### config.mk
export PLATFORM = sky130hd
export DESIGN_NAME = sha2_pad_ctrl
export DESIGN_NICKNAME = d
export VERILOG_FILES = /design/src/rtl/sha2_pad_ctrl.sv
export SDC_FILE = /design/constraint.sdc
export NUM_CORES = 1
export LEC_CHECK = 0
export CORE_AREA = 5 5 42 44
export CTS_BUF_LIST = sky130_fd_sc_hd__clkbuf_16
export DETAILED_ROUTE_END_ITERATION = 8
export DIE_AREA = 0 0 47 49
export PLACE_DENSITY = 0.68
export SYNTH_ARGS = -nofsm -noshare
export SYNTH_HDL_FRONTEND = slang
export SYNTH_SLANG_ARGS = --single-unit
### constraint.sdc
create_clock -name clk -period 4.4 [get_ports clk]
set_clock_uncertainty 0.1 [all_clocks]
set_input_delay 0.88 -clock clk [delete_from_list [all_inputs] [get_ports clk]]
set_output_delay 0.88 -clock clk [all_outputs]
set_load 0.02 [all_outputs]
### src/rtl/sha2_pad_ctrl.sv
// rtl/sha2_pad_ctrl.sv - SHA-2 message padding sequencer for the packet/index/length datapath
// Optional abort input enabled by SHA2_PADCTRL_ABORT_EN.
module sha2_pad_ctrl #(
  parameter int reg_cnt = 8,
  parameter int dec_w   = 3
) (
  input  logic             clk,
  input  logic             rst_b,
  input  logic             start,
  input  logic             pkt_vld,
  input  logic             pkt_last,
  output logic             pkt_rdy,
  input  logic [dec_w-1:0] idx,
  output logic             st_pkt,
  output logic             clr,
  output logic             pad_pkt,
  output logic             zero_pkt,
  output logic             mgln_pkt,
  output logic             blk_vld,
  output logic             blk_last,
  input  logic             blk_ack,
`ifdef SHA2_PADCTRL_ABORT_EN
  input  logic             abort,
`endif
  output logic             busy
);

  typedef enum logic [2:0] {
    S_IDLE, S_CLR, S_MSG, S_PAD, S_ZERO, S_LEN, S_BLK
  } state_t;

  localparam logic [dec_w-1:0] IDX_LAST = dec_w'(reg_cnt - 1);
  localparam logic [dec_w-1:0] IDX_PEN  = dec_w'(reg_cnt - 2);

  state_t state_q, state_d;
  state_t ret_q, ret_d;
  logic   last_f_q, last_f_d;
`ifdef SHA2_PADCTRL_ABORT_EN
  logic   abort_q, abort_d;
`endif

  always_ff @(posedge clk or negedge rst_b) begin
    if (!rst_b) begin
      state_q  <= S_IDLE;
      ret_q    <= S_MSG;
      last_f_q <= 1'b0;
`ifdef SHA2_PADCTRL_ABORT_EN
      abort_q  <= 1'b0;
`endif
    end else begin
      state_q  <= state_d;
      ret_q    <= ret_d;
      last_f_q <= last_f_d;
`ifdef SHA2_PADCTRL_ABORT_EN
      abort_q  <= abort_d;
`endif
    end
  end

  always_comb begin
    state_d  = state_q;
    ret_d    = ret_q;
    last_f_d = last_f_q;
`ifdef SHA2_PADCTRL_ABORT_EN
    abort_d  = abort_q;
`endif
    case (state_q)
      S_IDLE: if (start) state_d = S_CLR;
      S_CLR: begin
        state_d = S_MSG;
`ifdef SHA2_PADCTRL_ABORT_EN
        if (abort_q) state_d = S_IDLE;
        abort_d = 1'b0;
`endif
      end
      S_MSG: begin
        // pkt_rdy is high throughout MSG, so pkt_vld alone means a word is taken
        if (pkt_vld) begin
          if (idx == IDX_LAST) begin
            state_d = S_BLK;
            ret_d   = pkt_last ? S_PAD : S_MSG;
          end else if (pkt_last) begin
            state_d = S_PAD;
          end
        end
      end
      S_PAD: begin
        if (idx == IDX_LAST) begin
          state_d = S_BLK;
          ret_d   = S_ZERO;
        end else if (idx == IDX_PEN) begin
          state_d = S_LEN;
        end else begin
          state_d = S_ZERO;
        end
      end
      S_ZERO: if (idx == IDX_PEN) state_d = S_LEN;
      S_LEN: begin
        last_f_d = 1'b1;
        state_d  = S_BLK;
      end
      S_BLK: begin
        if (blk_ack) begin
          if (last_f_q) begin
            state_d  = S_IDLE;
            last_f_d = 1'b0;
          end else begin
            state_d = ret_q;
          end
        end
      end
      default: state_d = S_IDLE;
    endcase
`ifdef SHA2_PADCTRL_ABORT_EN
    // abort overrides everything; CLR then returns to IDLE instead of MSG
    if (abort && state_q != S_IDLE) begin
      state_d  = S_CLR;
      ret_d    = S_MSG;
      last_f_d = 1'b0;
      abort_d  = 1'b1;
    end
`endif
  end

  always_comb begin
    pkt_rdy  = 1'b0;
    st_pkt   = 1'b0;
    clr      = 1'b0;
    pad_pkt  = 1'b0;
    zero_pkt = 1'b0;
    mgln_pkt = 1'b0;
    blk_vld  = 1'b0;
    blk_last = 1'b0;
    busy     = (state_q != S_IDLE);
    case (state_q)
      S_CLR: clr = 1'b1;
      S_MSG: begin
        pkt_rdy = 1'b1;
        st_pkt  = pkt_vld;
      end
      S_PAD: begin
        st_pkt  = 1'b1;
        pad_pkt = 1'b1;
      end
      S_ZERO: begin
        st_pkt   = 1'b1;
        zero_pkt = 1'b1;
      end
      S_LEN: begin
        st_pkt   = 1'b1;
        mgln_pkt = 1'b1;
      end
      S_BLK: begin
        blk_vld  = 1'b1;
        blk_last = last_f_q;
      end
      default: ;
    endcase
  end

endmodule

==> summary.md, run 1 <==
| Metric | Value |
|---|---|
| Core Area | 1400 sq um |
| Syn-to-layout area delta | 50.9% |
| Synth cell types | 28 |
| RSZ-0062 raised after global routing | false |
| Clock tree root driver cell | clkbuf_16 |
| Worst Max-Slew Pin Slew | roughly 0.52 ns |
| Top Metal Used | met4 |
| Cell with the most instances after synthesis | nor2_1 |
| Detailed-route DRC error count | 0 |
| Final Critical Period | 3.26 ns |
| CP required | ~3.4 ns |
| Post-CTS Setup Bufs | 0 |
| Nets | just under 90 |
| YS warnings | 0 |
| Share of post-route cells with drive strength above 1 | just under 8% |
| Largest net degree at the start of global routing | 19 |
| Leak | between 0.2 and 0.3 nW |
| Post-DP HPWL | 860 um |
| Power per cell area | ~770 nW/um^2 |
| Metal-1 WL | slightly below 500 um |
| Syn Nets | slightly below 70 |
| Hold buffer count at cts | 0 |
| # diodes | 0 |
| Vias per inst | between 5 and 6 |
| Grt ovf | 0 |
| Worst reg-to-reg setup slack | 2.55 ns |
| Syn Inst Count | 59 |
| Worst skew pair latency | ~0.23 ns |
| Port Buffers | 17 |
| Post-detailed-route wirelength per cell | around 12 um |
| Place WS | around 1.1 ns |
| Register area share after synthesis | ~36% |
| Ys flop type | dfrtp_1 |
| Synth Cell Area | between 400 and 500 sq um |
| CTS max path bufs | 2 |
| DR pass1 iterations | 4 |
| CTS buffer count | 3 |
| TritonCTS clock tree | done |
| Final period utilization | roughly three quarters |
| Starting Density | roughly a third |
| Leading area contributor after synthesis | dfrtp_1 |
| Top cells by area, synth | dfrtp_1 31%, nor2_1 6.1%, dfstp_2 5.3%, mux2_1 4.6%, a21oi_1 4.1% |
| Setup-failing EPs final | 0 |
| H-tree Lvls | 1 |
| Placed Instance Area | 663 sq um |
| Number of synthesized flops with an enable pin | 0 |
| Die H | 49 um |
| Design Area, Final | 742 sq um |
| Vias in the first global route | between 400 and 500 |
| Tightest Hold Check Type | reg -> reg |
| DR WL met3 | around 80 um |
| Number of gates resized after CTS | 0 |
| Slew Limit Fails | 0 |
| Clock sinks | 7 |
| Commonest cells post-synth | 8 x nor2_1, 6 x dfrtp_1, 5 x nand2_1, 4 x a21oi_1, 4 x o21ai_0 |
| GRT Overall Usage | 11.0% |
| Chip width | 47 um |
| Syn_area_per_cell | around 8.3 sq um |
| Max-cap violations | 0 |
| Initial antenna violation count | 0 |
| Reg clk slew, reported paths | about 0.03 ns |
| Final WL | 1080 um |
| F_max | around 310 MHz |
| Total Neg Setup Slack | 0 ns |
| Vias | 478 |
| Hold Vio Cnt, Final | 0 |
| Slew headroom | roughly two thirds |
| Status | finished clean |
| Row count | 14 |
| Asr flop ratio synth | between 90% and 100% |
| Post-route antenna net violation count | 0 |
| Arr. time, crit path | 2.28 ns |
| CP max FO | 6 |
| First-pass GRT wire length | roughly 1800 um |
| Synth Register Bits | 7 |
| CP endpoint kind | primary output |
| Yosys top cell area share | between 30 and 40% |
| Die Area | 2300 sq um |
| Startpoint types | input port |
| Initial DRC Count | 6 |
| Final setup margin | roughly 1.1 ns |
| Peak supply drop | between 0.4 and 0.5 mV |
| Hold slack | ~0.39 ns |
| Critical path class | in -> out |
| I/O pins | 18 |
| Met2 wire length | 480 um |
| GPL Wtd Cong | between 0.7 and 0.8 |
-- power breakdown --
group	switching (W)	internal (W)	leakage, nW	total (W)
Combinational	0.000131	0.000138	0.175	0.000269
Clock	0.0000305	0.000118	0.0423	0.000148
Sequential	0.0000541	0.0000983	0.0804	0.000152
Total	0.000216	0.000354	0.298	0.000570
-- sequential cells by signal, indices dropped and copies added, names as in the netlist --
| register | flops |
|---|---|
| state_q | 3 |
| last_f_q | 1 |
| ret_q | 3 |
-- cell families (layout without fill, tap and decap cells) --
family | count (synthesis) | count (layout) | share of synthesized area (%)
simple gates | 24 | 24 | 24.9
flops | 7 | 7 | 35.9
buf+inv | 6 | 24 | 6.11
compound gates | 19 | 19 | 26.5
mux | 3 | 3 | 6.62
-- per-stage QoR --
stage / cells / total power (W) / util (%)
4_1_cts: 93 / 0.000575 / 52.9
3_3_place_gp: 89 / 0.000426 / 47.3
6_report: 93 / 0.000570 / 52.9
3_5_place_dp: 89 / 0.000424 / 47.3
2_1_floorplan: 59 / 0.000332 / -
5_1_grt: 93 / 0.000612 / 52.9
-- worst max-delay path: stages --
cell and delay, ns:
clkdlybuf4s50_1 0.56, nor2_1 0.06, o21ai_0 0.16, clkdlybuf4s50_1 0.62
-- worst paths after layout --
check                            from          to  depth (start not counted)
setup / recovery              pkt_vld      st_pkt                          4
hold / removal               ret_q[2]    ret_q[2]                          1
setup reg to reg           state_q[0]  state_q[2]                          4
hold reg to reg              ret_q[2]    ret_q[2]                          1
max in group asynchronous       rst_b    ret_q[1]                          1
min in group asynchronous       rst_b  state_q[2]                          1
-- final cells by class --
class	instances	area, sq um
Clock buffer	3	75.1
Clock inverter	1	3.75
Fill cell	139	659
Inverter	3	11.3
Multi-Input combinational cell	46	285
Sequential cell	7	176
Tap cell	16	20.0
Timing Repair Buffer	17	170
-- metal layers --
metal | vias up | global-route usage [%]
met5 | - | 0
met4 | 0 | 8.29
met3 | 3 | 2.58
met2 | 12 | 14.9
met1 | 210 | 14.5
li1 | 253 | -
-- cell usage in the layout (no fill, tap or decap), types with 2 or more instances in the layout --
master,synthesis,final
clkdlybuf4s50_1,0,17
nor2_1,8,8
dfrtp_1,6,6
nand2_1,5,5
inv_1,3,4
o21ai_0,4,4
a21oi_1,4,4
a31oi_1,3,3
clkbuf_16,0,3
nor3b_1,2,2
nor3_1,2,2
mux2_1,2,2
o22a_1,2,2
No activity file was read; power rests on OpenSTA's default activity.
==> run 2: changes to the inputs <==
clock period = 3.15 ns   (was 4.4 ns; I/O delays follow)
==> results of run 2 <==
Same layout as run 1 (identical final DEF). Status: finished clean.
Main changes from that run: setup slack after placement 1.14 ns -> 0.388 ns; setup slack after layout 1.14 ns -> 0.393 ns; register-to-register setup slack 2.55 ns -> 1.30 ns; total power 0.000570 W -> 0.000796 W; worst IR drop on VDD 0.415 mV -> 0.579 mV
==> run 3: changes to the inputs <==
CORE_AREA = 3 3 40 42   (was 5 5 42 44)
DIE_AREA = 0 0 43 45   (was 0 0 47 49)
==> run 3 against run 2 <==
Critical path depth is the same. Total power grew 1.1%. Combinational power grew 2%. Core utilization grew 4.7 points. Sequential power is essentially flat. Sequential share of layout area is essentially flat. First-iteration DRC count is the same. Die area shrank 16%. Cell count shrank 1.1%. Highest routed layer unchanged.
==> summary.md, run 3 (synthesis gave the netlist of run 1 again) <==
| Metric | Value |
|---|---|
| Clock power frac | 25.6% (-0.4 points) |
| Clock tree root driver cell | clkbuf_16 |
| Syn-to-layout area delta | 50.6% |
| Clock sinks | 7 (unchanged) |
| Startpoint types | input port |
| Hold buffer count at cts | 0 (unchanged) |
| Power per cell area | 1090 nW/um^2 |
| Worst skew pair latency | 0.23 ns (about the same) |
| Met2 wire length | 618 um (+29%) |
| Final Critical Period | 2.76 ns |
| F_max | roughly 360 MHz |
| Grt ovf | 0 (unchanged) |
| GRT Overall Usage | 14.5% (+3.4 points) |
| Share of post-route cells with drive strength above 1 | 7.79% (unchanged) |
| Comb power frac | 47.8% (+0.6 points) |
| Slew Limit Fails | 0 (unchanged) |
| Post-DP HPWL | 983 um (+14%) |
| Chip width | 43 um (-8.5%) |
| Row count | 13 (-1) |
| CTS max path bufs | 2 (unchanged) |
| Most common cell after layout, fill and taps aside | clkdlybuf4s50_1 |
| Port Buffers | 17 (unchanged) |
| Nets | 87 (unchanged) |
| Slew headroom | 64.4% (-1.1 points) |
| Max stage delay cell, worst path | clkdlybuf4s50_1 |
| Vias | 509 (+6.5%) |
| Vias in the first global route | 500 (+12%) |
| Vias per inst | 5.53 (+7.6%) |
| Tightest Hold Check Type | reg -> reg |
| Starting Density | 38.3% (+3.2 points) |
| Hold Vio Cnt, Final | 0 (unchanged) |
| Initial DRC Count | 6 (unchanged) |
| H-tree Lvls | 1 (unchanged) |
| Worst Max-Slew Pin Slew | 0.534 ns (+0.0169 ns) |
| Status | finished clean |
| # diodes | 0 (unchanged) |
| Initial antenna violation count | 0 (unchanged) |
| Leak | 0.298 nW (unchanged) |
| Total Neg Setup Slack | 0 ns (unchanged) |
| Post-route antenna net violation count | 0 (unchanged) |
| CP endpoint kind | primary output |
| Cell mode on critical path | clkdlybuf4s50_1 |
| Number of gates resized after CTS | 0 (unchanged) |
| Arr. time, crit path | slightly above 2 ns |
| CP cell instances | clkdlybuf4s50_1 -> nor2_1 -> o21ai_0 -> clkdlybuf4s50_1 |
| Internal power | roughly 0.00049 W |
| CTS buffer count | 3 (unchanged) |
| Post-CTS Setup Bufs | 0 (unchanged) |
| Critical path class | in -> out |
| Cell family with most CP delay | buffers and inverters |
| I/O pins | 18 (unchanged) |
| RSZ-0062 raised after global routing | false |
| Largest registers | ret_q: 3 flops, state_q: 3 flops, last_f_q: 1 flops |
| Die H | 45 um (-8.2%) |
| TritonCTS clock tree | done |
| Reg power frac | 26.5% (-0.2 points) |
| Commonest non-fill, non-tap cells in the layout | 17 x clkdlybuf4s50_1, 8 x nor2_1, 6 x dfrtp_1, 5 x nand2_1 |
| GPL Wtd Cong | around 0.79 |
| Switch Pwr | between 0.0003 and 0.0004 W |
| First-pass GRT wire length | 2050 um (+12%) |
| Die Area | 1940 sq um (-16%) |
| Largest net degree at the start of global routing | 19 (unchanged) |
| Core Area | 1280 sq um (-8.3%) |
| Final WL | 1260 um (+16%) |
| CP required | roughly 2.4 ns |
| Max-cap violations | 0 (unchanged) |
| Highest cell delay on the worst timing path | 0.62 ns (about the same) |
| Detailed-route DRC error count | 0 (unchanged) |
| Reg clk slew, reported paths | 0.03 ns (about the same) |
| Post-detailed-route wirelength per cell | 13.7 um (+17%) |
| Metal-1 WL | 530 um (+7.5%) |
| Switching part of the total | between 30 and 40% |
| DR pass1 iterations | 4 (unchanged) |
| Final period utilization | 87.6% |
| Peak supply drop | around 0.56 mV |
| CP max FO | 6 (unchanged) |
| Setup-failing EPs final | 0 (unchanged) |
| Fin util | 57.6% (+4.7 points) |
| Buf+Inv Stages, Crit Path | 2 (unchanged) |
| Top Metal Used | met4 |
| DR WL met3 | 103 um (+29%) |
==> run 3: cell counts in the layout (fill, tap and decap cells not counted) <==
No cell type changed its count.
==> run 3: worst paths after layout <==
path	from	slack, ns	to	cells after the start
max	pkt_vld	0.39	st_pkt	4
min	ret_q[2]	0.41	ret_q[2]	1
max reg2reg	state_q[0]	1.26	state_q[2]	4
min reg2reg	ret_q[2]	0.41	ret_q[2]	1
max in group asynchronous	rst_b	2.12	ret_q[1]	1
min in group asynchronous	rst_b	0.55	state_q[2]	1
==> run 3: routing by layer <==
metal	GRT usage, %	vias up
li1	-	252
met1	15.6	234
met2	24.9	21
met3	4.38	2
met4	9.04	0
met5	0	-
==> run 3: power by group through the flow <==
stage               combinational (W)  clock (W)  sequential, W
CTS                          0.000389   0.000211       0.000212
finish                       0.000385   0.000206       0.000213
detailed placement           0.000388          0       0.000213
floorplan                    0.000299          0       0.000165
global route                 0.000417   0.000216       0.000223
global placement             0.000381          0       0.000212
==> run 3: area by class of cell <==
cell class / count / area [sq um]
Fill cell: 119 / 544
Clock buffer: 3 / 75.1
Sequential cell: 7 / 176
Inverter: 3 / 11.3
Tap cell: 15 / 18.8
Clock inverter: 1 / 3.75
Timing Repair Buffer: 17 / 170
Multi-Input combinational cell: 46 / 285
==> run 3: worst reg2reg max path, cell delays in order (launching register included) <==
cell	delay, ns
dfrtp_1	0.56
nor3b_1	0.40
a21oi_1	0.14
o22ai_2	0.22
mux2_1	0.35
==> run 3: stage by stage <==
step / worst slack [ns] / hold WS (ns) / instances / power [W] / area [sq um]
finish: 0.391 / 0.409 / 92 / 0.000805 / 741
CTS: 0.390 / 0.402 / 92 / 0.000811 / 741
global placement: 0.421 / 0.384 / 88 / 0.000593 / 662
detailed placement: 0.396 / 0.394 / 88 / 0.000601 / 662
global route: 0.310 / 0.433 / 92 / 0.000856 / 741
floorplan: 1.12 / 0.234 / 59 / 0.000464 / 492
